===== config.mk =====
export PLATFORM = sky130hd
export DESIGN_NAME = ps2_scan_ctrl
export DESIGN_NICKNAME = d
export VERILOG_FILES = /design/src/rtl/ps2_pkg.sv /design/src/rtl/ps2_ascii_lut.sv /design/src/rtl/ps2_scan_ctrl.sv
export SDC_FILE = /design/constraint.sdc
export NUM_CORES = 1
export LEC_CHECK = 0
export CORE_MARGIN = 8
export CORE_UTILIZATION = 50
export DETAILED_ROUTE_END_ITERATION = 10
export PLACE_DENSITY_LB_ADDON = 0.1
export SKIP_LAST_GASP = 1
export SLEW_MARGIN = 30
export SYNTH_ARGS = -nofsm -noshare
export SYNTH_HDL_FRONTEND = slang
export SYNTH_SLANG_ARGS = --single-unit

===== constraint.sdc =====
create_clock -name clk -period 2.9 [get_ports clk]
set_clock_uncertainty 0.15 [all_clocks]
set_input_delay 0.725 -clock clk [delete_from_list [all_inputs] [get_ports clk]]
set_output_delay 0.725 -clock clk [all_outputs]
set_load 0.05 [all_outputs]

===== src/rtl/ps2_pkg.sv =====
// Shared types and scan-code constants for the PS/2 scan-code sequencer.
package ps2_pkg;

  typedef enum logic [1:0] {
    ST_IDLE  = 2'd0,
    ST_POP   = 2'd1,
    ST_CLASS = 2'd2,
    ST_EMIT  = 2'd3
  } state_e;

  localparam logic [7:0] SC_EXT    = 8'hE0;
  localparam logic [7:0] SC_BRK    = 8'hF0;
  localparam logic [7:0] SC_LSHIFT = 8'h12;
  localparam logic [7:0] SC_RSHIFT = 8'h59;
  localparam logic [7:0] SC_CAPS   = 8'h58;

  typedef struct packed {
    logic [7:0] code;
    logic       ext;
    logic       brk;
    logic       rep;
    logic [7:0] ascii;
  } key_evt_t;

endpackage


===== src/rtl/ps2_ascii_lut.sv =====
// Combinational scan-code (set 2) to ASCII translation for a non-extended press.
module ps2_ascii_lut (
  input  logic [7:0] code,
  input  logic       upper,
  output logic [7:0] ascii
);

  logic [4:0] letter_idx;

  always_comb begin
    // NOTE: every output gets a default first so no path leaves it unassigned (no latch).
    letter_idx = 5'd31;
    ascii      = 8'h00;
    case (code)
      8'h1C: letter_idx = 5'd0;   8'h32: letter_idx = 5'd1;
      8'h21: letter_idx = 5'd2;   8'h23: letter_idx = 5'd3;
      8'h24: letter_idx = 5'd4;   8'h2B: letter_idx = 5'd5;
      8'h34: letter_idx = 5'd6;   8'h33: letter_idx = 5'd7;
      8'h43: letter_idx = 5'd8;   8'h3B: letter_idx = 5'd9;
      8'h42: letter_idx = 5'd10;  8'h4B: letter_idx = 5'd11;
      8'h3A: letter_idx = 5'd12;  8'h31: letter_idx = 5'd13;
      8'h44: letter_idx = 5'd14;  8'h4D: letter_idx = 5'd15;
      8'h15: letter_idx = 5'd16;  8'h2D: letter_idx = 5'd17;
      8'h1B: letter_idx = 5'd18;  8'h2C: letter_idx = 5'd19;
      8'h3C: letter_idx = 5'd20;  8'h2A: letter_idx = 5'd21;
      8'h1D: letter_idx = 5'd22;  8'h22: letter_idx = 5'd23;
      8'h35: letter_idx = 5'd24;  8'h1A: letter_idx = 5'd25;
      default: letter_idx = 5'd31;
    endcase

    if (letter_idx != 5'd31) begin
      ascii = (upper ? 8'h41 : 8'h61) + {3'b000, letter_idx};
    end else begin
      // Digits ignore the shift/caps state.
      case (code)
        8'h45: ascii = 8'h30;  8'h16: ascii = 8'h31;
        8'h1E: ascii = 8'h32;  8'h26: ascii = 8'h33;
        8'h25: ascii = 8'h34;  8'h2E: ascii = 8'h35;
        8'h36: ascii = 8'h36;  8'h3D: ascii = 8'h37;
        8'h3E: ascii = 8'h38;  8'h46: ascii = 8'h39;
        8'h29: ascii = 8'h20;  8'h5A: ascii = 8'h0D;
        8'h66: ascii = 8'h08;
        default: ascii = 8'h00;
      endcase
    end
  end

endmodule


===== src/rtl/ps2_scan_ctrl.sv =====
// Pops PS/2 scan-code bytes from the keyboard FIFO, folds E0/F0 prefixes into whole
// key events, tracks Shift/CapsLock/held key and offers each event on a valid/ready port.
module ps2_scan_ctrl
  import ps2_pkg::*;
#(
  parameter int CNT_W = 8
) (
  input  logic             clk,
  input  logic             clrn,
  input  logic [7:0]       fifo_data,
  input  logic             fifo_ready,
  input  logic             fifo_overflow,
  output logic             fifo_nextdata_n,
  output logic             evt_valid,
  input  logic             evt_ready,
  output logic [7:0]       evt_code,
  output logic             evt_ext,
  output logic             evt_break,
  output logic             evt_repeat,
  output logic [7:0]       evt_ascii,
  output logic             shift_held,
  output logic             caps_lock,
  output logic [CNT_W-1:0] key_cnt,
  output logic             overflow_seen
);

  state_e           state_q, state_d;
  logic [7:0]       byte_q, byte_d;
  logic             nextdata_n_q, nextdata_n_d;
  logic             ext_q, ext_d;
  logic             brk_q, brk_d;
  logic             valid_q, valid_d;
  key_evt_t         evt_q, evt_d;
  logic             held_v_q, held_v_d;
  logic [8:0]       held_q, held_d;
  logic             shift_q, shift_d;
  logic             caps_q, caps_d;
  logic [CNT_W-1:0] cnt_q, cnt_d;
  logic             ovf_q, ovf_d;

  logic [8:0] key;
  logic       held_hit;
  logic       is_rep;
  logic [7:0] lut_ascii;

  assign key      = {ext_q, byte_q};
  assign held_hit = held_v_q && (held_q == key);
  assign is_rep   = !brk_q && held_hit;

  // Case is chosen from the shift/caps state before this event updates it.
  ps2_ascii_lut u_lut (
    .code  (byte_q),
    .upper (shift_q ^ caps_q),
    .ascii (lut_ascii)
  );

  always_comb begin
    state_d      = state_q;
    byte_d       = byte_q;
    nextdata_n_d = nextdata_n_q;
    ext_d        = ext_q;
    brk_d        = brk_q;
    valid_d      = valid_q;
    evt_d        = evt_q;
    held_v_d     = held_v_q;
    held_d       = held_q;
    shift_d      = shift_q;
    caps_d       = caps_q;
    cnt_d        = cnt_q;
    ovf_d        = ovf_q | fifo_overflow;

    case (state_q)
      ST_IDLE: begin
        if (fifo_ready) begin
          byte_d       = fifo_data;
          nextdata_n_d = 1'b0;
          state_d      = ST_POP;
        end
      end
      ST_POP: begin
        nextdata_n_d = 1'b1;
        state_d      = ST_CLASS;
      end
      ST_CLASS: begin
        if (byte_q == SC_EXT) begin
          ext_d   = 1'b1;
          state_d = ST_IDLE;
        end else if (byte_q == SC_BRK) begin
          brk_d   = 1'b1;
          state_d = ST_IDLE;
        end else begin
          evt_d.code  = byte_q;
          evt_d.ext   = ext_q;
          evt_d.brk   = brk_q;
          evt_d.rep   = is_rep;
          evt_d.ascii = (brk_q || ext_q) ? 8'h00 : lut_ascii;
          valid_d     = 1'b1;
          state_d     = ST_EMIT;

          // Side effects happen once here, never in EMIT, so downstream stalls cannot repeat them.
          if (!brk_q) begin
            held_v_d = 1'b1;
            held_d   = key;
            if (!is_rep) cnt_d = cnt_q + CNT_W'(1);
          end else if (held_hit) begin
            held_v_d = 1'b0;
          end
          if (!ext_q && (byte_q == SC_LSHIFT || byte_q == SC_RSHIFT)) shift_d = !brk_q;
          if (!ext_q && byte_q == SC_CAPS && !brk_q && !is_rep) caps_d = !caps_q;
        end
      end
      ST_EMIT: begin
        if (evt_ready) begin
          valid_d = 1'b0;
          ext_d   = 1'b0;
          brk_d   = 1'b0;
          state_d = ST_IDLE;
        end
      end
      default: state_d = ST_IDLE;
    endcase
  end

  always_ff @(posedge clk) begin
    // NOTE: sequential state uses non-blocking assignments; every flop, data included, is reset.
    if (!clrn) begin
      state_q      <= ST_IDLE;
      byte_q       <= '0;
      nextdata_n_q <= 1'b1;
      ext_q        <= 1'b0;
      brk_q        <= 1'b0;
      valid_q      <= 1'b0;
      evt_q        <= '0;
      held_v_q     <= 1'b0;
      held_q       <= '0;
      shift_q      <= 1'b0;
      caps_q       <= 1'b0;
      cnt_q        <= '0;
      ovf_q        <= 1'b0;
    end else begin
      state_q      <= state_d;
      byte_q       <= byte_d;
      nextdata_n_q <= nextdata_n_d;
      ext_q        <= ext_d;
      brk_q        <= brk_d;
      valid_q      <= valid_d;
      evt_q        <= evt_d;
      held_v_q     <= held_v_d;
      held_q       <= held_d;
      shift_q      <= shift_d;
      caps_q       <= caps_d;
      cnt_q        <= cnt_d;
      ovf_q        <= ovf_d;
    end
  end

  assign fifo_nextdata_n = nextdata_n_q;
  assign evt_valid       = valid_q;
  assign evt_code        = evt_q.code;
  assign evt_ext         = evt_q.ext;
  assign evt_break       = evt_q.brk;
  assign evt_repeat      = evt_q.rep;
  assign evt_ascii       = evt_q.ascii;
  assign shift_held      = shift_q;
  assign caps_lock       = caps_q;
  assign key_cnt         = cnt_q;
  assign overflow_seen   = ovf_q;

endmodule


==> impl_metrics.py, run 1 <==
metrics = {
    "synthesis": {
        "ys_seq_area_frac": 0.3326,
        "synth-edff-count": 0,
        "syn-num-nets": 479,
        "synth_seq_cells": 59,
        "async_flop_share": 0,
        "synth_cells": 455,
        "syn_area_mm2": 0.003551,
        "syn_area_per_cell_um2": 7.804,
        "synth_ff_type": "dfxtp_1",
        "synth_warnings": 0,
        "synthDistinctLibCells": 67,
    },
    "global_routing": {
        "antenna_found_initial": 0,
        "overflow": 0,
        "grt_pass1_wl_um": 17850,
        "grtUsageTotal": 0.2221,
        "grt_pass1_vias": 3544,
        "grt_max_degree": 47,
    },
    "clocking": {
        "cts-htree-levels": 3,
        "clock_tree.root_cell": "clkbuf_8",
        "clock_latency_ns": 0.34,
        "path_clk_slew_ns": 0.08,
        "clkSinkCount": 59,
        "cts_tree": "done",
        "clockBufferDepth": 2,
        "cts_buffers": 9,
    },
    "timing": {
        "rsz0062_at_grt": "false",
        "slew_viol_final": 0,
        "setup_viol": 0,
        "worstMarginPinSlew_ns": 0.6316,
        "maxSlewHeadroom": 0.5784,
        "fmax_mhz": 371.1,
        "period_share": 0.9292,
        "worst_hold_slack_ns": 0.3003,
        "layout_setup_ws_ns": 0.2052,
        "finalHoldViolCount": 0,
        "layout_min_cycle_time_ns": 2.695,
    },
    "placed_design": {
        "pre_cts_ws_ns": -0.3791,
        "gp_congestion": 0.9719,
        "dp.cells": 607,
        "hpwl_um": 8327,
        "port_buffers": 44,
    },
    "layout": {
        "nets": 547,
        "area_growth_pct": 29.46,
        "antenna_cells": 0,
        "fillers": 593,
        "fin_cells": 624,
        "layout-drive-gt1-share": 0.1818,
    },
    "worst_setup_path": {
        "r2r_end": "evt_ascii[0]",
        "path_cells": "clkdlybuf4s50_1, nand2_1, a21oi_2, buf_4, ha_1, o211ai_1, a31oi_1, o32ai_1",
        "crit_type": "in2reg",
        "required_ns": 2.96,
        "ff2ff_setup_slack_ns": 0.39,
        "crit_arrival_ns": 2.75,
        "cp_num_buf_inv": 2,
        "cp_slowest_cell": "clkdlybuf4s50_1",
        "startpoint_type": "input port",
        "cp-end-kind": "flop",
        "worstReg2RegStart": "byte_q[7]",
        "rr_worst_depth": 7,
        "critPathMaxFanout": 5,
        "critPathMaxStageDelay_ns": 0.62,
        "crit_family": "compound AO/OA/AOI/OAI gates",
    },
    "route": {
        "drc": 0,
        "vias": 3705,
        "drt-pass1-iter-count": 5,
        "final_antenna_net_count": 0,
        "routed_wl_um": 10980,
        "drt-wirelength-per-cell_um": 17.60,
        "vias_per_cell": 5.938,
        "first_iter_violations": 427,
    },
    "power_and_ir_drop": {
        "internal_power_mw": 1.412,
        "netSwitchingPower_mw": 0.7870,
        "powerDensity_mw_per_mm2": 478.3,
        "power_mw": 2.199,
        "p_comb_frac": 0.280,
        "clock_power_share": 0.312,
        "seqPwrFrac": 0.408,
        "sw_frac_of_total": 0.3579,
        "ir_worst_vdd_v": 0.0003993,
        "p_leak_nw": 1.697,
    },
    "floorplan": {
        "die-area_mm2": 0.01005,
        "ios": 45,
        "die_w_um": 100.3,
        "start_util": 0.5198,
        "fp.dieH_um": 100.3,
        "coreArea_mm2": 0.006832,
        "num_rows": 30,
    },
    "run_status": {
        "status": "complete, no violations",
    },
    "hold_path": {
        "hp-class": "reg2reg",
        "hold_start": "evt_ascii[0]",
        "hold_depth": 2,
        "min_to": "evt_ascii[0]",
    },
    "flow_run": {
        "timing.max_cap.violations": 0,
    },
}
-- worst max path at each step --
stage,startpoint,end,cells after the start
floorplan,clrn,flop,12
detailed placement,fifo_ready,flop,11
finish,fifo_data[1],flop,8
CTS,fifo_ready,flop,11
global placement,fifo_ready,flop,11
global route,byte_q[7],evt_ascii[0],7
-- final cells by class --
class                   instances  area, um2  area share
multi-input cells             346       2252      0.4899
flip-flops and latches         59       1181      0.2569
repair buffers                 94      818.3      0.1780
clock buffers                   9      123.9     0.02695
well taps                      96      120.1     0.02613
clock inverters                 7      52.55     0.01143
inverters                      13      48.80     0.01062
-- cells by family after synthesis --
group,Yosys count,synth area share
and+or+nand+nor,183,0.2618
AOI/OAI and AO/OA,117,0.2135
DFF,59,0.3326
buffers and inverters,50,0.05779
muxes,19,0.05602
xor gates and xnor gates,16,0.03946
adders and majority gates,11,0.03876
-- cell usage after synthesis (6+ instances only) --
library cell  instances  area (um2)
a21oi_1              48       240.2
a31oi_1               9       56.30
buf_2                 8       40.04
clkbuf_1             22       82.58
dfxtp_1              59        1181
ha_1                 11       137.6
inv_1                11       41.29
mux2i_1              14       140.1
nand2_1              81       304.0
nand2b_1              7       43.79
nand3_1              12       60.06
nor2_1               20       75.07
nor3_1                9       45.04
o211ai_1              6       45.04
o21ai_0              18       90.09
or3_1                 9       56.30
xor2_1               12       105.1
-- repair_timing --
item / in CTS / in global routing
setup endpoints to repair: 1 / 5
pin swaps: 0 / 1
setup buffers: 0 / 1
gates resized for setup: 1 / 15
hold buffers: 0 / 0
-- registers in the layout (all words and copies together), names as in the netlist, named ones only --
signal           count
shift_held           1
held_v_q             1
evt_code             8
caps_lock            1
fifo_nextdata_n      1
held_q               9
byte_q               8
ext_q                1
evt_ext              1
state_q              2
evt_break            1
evt_repeat           1
brk_q                1
evt_ascii            8
key_cnt              8
overflow_seen        1
evt_valid            1
-- cell usage in the layout, fill, tap and decap left out, types with 3 or more instances in the layout --
| master | instances |
|---|---|
| mux2_2 | 4 |
| nor3_1 | 9 |
| nor2b_1 | 5 |
| inv_1 | 10 |
| nand2_1 | 80 |
| nand4_1 | 4 |
| xor2_1 | 12 |
| o21ai_0 | 18 |
| nor4b_1 | 4 |
| inv_2 | 3 |
| ha_1 | 9 |
| nand3b_1 | 3 |
| nor3b_1 | 4 |
| dfxtp_1 | 59 |
| nand3_1 | 11 |
| nand2b_1 | 7 |
| xnor2_1 | 4 |
| buf_4 | 50 |
| or3_1 | 9 |
| clkdlybuf4s50_1 | 43 |
| clkinvlp_4 | 4 |
| mux2i_1 | 13 |
| clkbuf_8 | 9 |
| a211oi_1 | 4 |
| nor4_1 | 5 |
| o211ai_1 | 6 |
| a21oi_1 | 46 |
| or2_2 | 3 |
| a31oi_1 | 9 |
| nor2_1 | 20 |
| and3_1 | 3 |
-- power by group through the flow --
stage               Combinational, mW  Clock (mW)  Sequential (mW)
finish                          0.616       0.686            0.897
global route                    0.667       0.731            0.903
CTS                             0.588       0.688            0.895
detailed placement              0.585           0            0.913
global placement                0.582           0            0.913
floorplan                       0.345           0            0.938
-- layer usage --
layer | up-vias | track usage | wire (um)
met5 | - | 0 | 0
met4 | 0 | 0.05116 | 114
met3 | 8 | 0.04706 | 724
met2 | 147 | 0.3544 | 5015
met1 | 1786 | 0.2964 | 5130
li1 | 1764 | - | -
-- metrics by stage --
stage,utilization,instance area (um2),TNS [ns]
2_1_floorplan,-,3556,0
3_3_place_gp,0.6341,4332,-1.387
3_5_place_dp,0.6341,4332,-1.638
4_1_cts,0.6608,4514,-0.001028
5_1_grt,0.6729,4597,0
6_report,0.6729,4597,0
-- tightest hold or removal path, delay by kind of cell (launching register included) --
kind | cells | cell delay (ns)
flops | 1 | 0.31
compound gates | 1 | 0.05
simple gates | 1 | 0.05
(Power assumes the default switching activity.)
==> run 2, diff against run 1 <==
GPL_TIMING_DRIVEN = 0   (was default)
==> run 2 against run 1 <==
Combinational power rose by 5.7%. Sequential cell count did not move. Largest cell class unchanged. Maximum frequency fell by 3.8%. Critical path depth rose by 3. Design area rose by 0.24%. Register-to-register slack got worse by 0.15 ns.
==> impl_metrics.py, run 2 (synthesis gave the netlist of run 1 again) <==
metrics = {
    "run_status": {
        "status": "complete, no violations",
    },
    "clocking": {
        "clkSinkCount": 59,
        "cts_buffers": 9,
        "cts_tree": "done",
        "cts-htree-levels": 3,
        "postCtsHoldBufs": 0,
        "clock_latency_ns": 0.34,
        "clock_tree.root_cell": "clkbuf_8",
        "path_clk_slew_ns": 0.08,
        "clockBufferDepth": 2,
    },
    "layout": {
        "fin_cells": 628,
        "final_core_util": 0.6745,
        "largest_reg_flops": 9,
        "nets": 551,
        "final_cell_mix": "nand2_1 (77), dfxtp_1 (59), a21oi_1 (46)",
        "layout-drive-gt1-share": 0.1673,
        "mostFrequentLayoutCell": "nand2_1",
        "fillers": 610,
        "antenna_cells": 0,
        "area_growth_pct": 29.77,
        "regMostFlops": "held_q",
    },
    "worst_setup_path": {
        "crit_type": "in2reg",
        "required_ns": 2.99,
        "cp_num_buf_inv": 6,
        "cp_slowest_cell": "clkbuf_2",
        "critPathMaxStageDelay_ns": 0.35,
        "startpoint_type": "input port",
        "crit_arrival_ns": 2.89,
        "cp-end-kind": "flop",
        "crit_family": "buffers and inverters",
        "critPathMaxFanout": 11,
        "path_cells": "clkbuf_1, clkbuf_2, clkinvlp_4, buf_12, a21oi_4, inv_2, buf_4, ha_1, mux2i_1, o211ai_1, a221oi_1",
    },
    "timing": {
        "setup_tns_ns": 0,
        "slew_viol_final": 0,
        "layout_setup_ws_ns": 0.09955,
        "setup_viol": 0,
        "finalHoldViolCount": 0,
        "worstMarginPinSlew_ns": 0.6468,
        "fmax_mhz": 357.1,
        "period_share": 0.9657,
        "layout_min_cycle_time_ns": 2.800,
        "maxSlewHeadroom": 0.5688,
    },
    "route": {
        "routed_wl_um": 11270,
        "drt-pass1-iter-count": 5,
        "first_iter_violations": 329,
        "final_antenna_net_count": 0,
        "vias": 3717,
        "drc": 0,
        "vias_per_cell": 5.919,
        "drt-wirelength-per-cell_um": 17.94,
    },
    "floorplan": {
        "fp.dieH_um": 100.3,
        "ios": 45,
        "start_util": 0.5198,
        "coreArea_mm2": 0.006832,
        "die-area_mm2": 0.01005,
        "num_rows": 30,
        "die_w_um": 100.3,
    },
    "placed_design": {
        "dp.cells": 593,
        "port_buffers": 42,
        "pre_cts_ws_ns": -1.006,
        "hpwl_um": 7900,
        "gp_congestion": 0.9222,
    },
    "global_routing": {
        "grtUsageTotal": 0.2207,
        "grt_pass1_wl_um": 17570,
        "overflow": 0,
        "antenna_found_initial": 0,
        "grt_pass1_vias": 3444,
        "grt_max_degree": 14,
    },
    "flow_run": {
        "timing.max_cap.violations": 0,
    },
    "hold_path": {
        "hp-class": "reg2reg",
    },
    "power_and_ir_drop": {
        "powerDensity_mw_per_mm2": 505.5,
        "ir_worst_vdd_v": 0.0003162,
        "p_leak_nw": 1.671,
    },
}
run 2: changes by cell type in the layout (fill, tap and decap cells not counted), moves of 5 or more:
cell,previous run,this run
buf_4,50,20
clkbuf_1,0,17
buf_1,0,5
buf_2,0,7
run 2: final cells by class:
type / count / area, um2 / area share
multi-input cells: 347 / 2291 / 0.4971
flip-flops and latches: 59 / 1181 / 0.2563
repair buffers: 63 / 600.6 / 0.1303
plain buffers: 34 / 157.7 / 0.03421
clock buffers: 9 / 123.9 / 0.02688
well taps: 96 / 120.1 / 0.02607
clock inverters: 7 / 81.33 / 0.01765
inverters: 13 / 52.55 / 0.01140
run 2: repair_timing:
action                                  in CTS  in global routing
endpoints found under the setup margin       5                 10
gates resized for setup                     28                 11
buffers inserted                             7                 14
pin swaps                                    5                  6
cloned                                       0                  1
run 2: where the power goes:
| part | internal (mW) | total, mW | switching (mW) |
|---|---|---|---|
| Clock | 0.410 | 0.800 | 0.390 |
| Sequential | 0.846 | 0.878 | 0.0324 |
| Combinational | 0.249 | 0.651 | 0.402 |
run 2: final timing paths:
| path | end | start | cells past startpoint | slack (ns) |
|---|---|---|---|---|
| worst min register to register | evt_ascii[1] | evt_ascii[1] | 2 | 0.30 |
| worst max-delay path | flop | clrn | 11 | 0.1 |
| worst max register to register | flop | byte_q[1] | 10 | 0.24 |
| worst min-delay path | evt_ascii[1] | evt_ascii[1] | 2 | 0.30 |
run 2: per-layer routing:
metal  vias to the layer above  wire length, um  share of wire  GRT usage
met5                         -                0              0          0
met4                         0              146          0.013    0.06744
met3                        16              794          0.070    0.04913
met2                       171             5223           0.46     0.3487
met1                      1745             5101           0.45     0.2900
li1                       1785                -              -          -
run 2: worst reg2reg max path, delay by kind of cell, from the launching register on:
kind | cells | cell delay [ns]
buffers and inverters | 2 | 0.60
adder cells (fa/ha/maj) | 1 | 0.19
AND/OR/NAND/NOR | 3 | 0.40
multiplexers | 1 | 0.14
flip-flops | 1 | 0.51
AO/OA/AOI/OAI | 3 | 0.59
run 2: stage by stage:
stage | instance area (um2) | hold WS, ns | total power, mW
2_1_floorplan | 3556 | 0.2978 | 1.283
3_3_place_gp | 4096 | 0.2874 | 1.442
6_report | 4608 | 0.3009 | 2.329
4_1_cts | 4472 | 0.3038 | 2.287
3_5_place_dp | 4096 | 0.2946 | 1.448
5_1_grt | 4608 | 0.3160 | 2.431
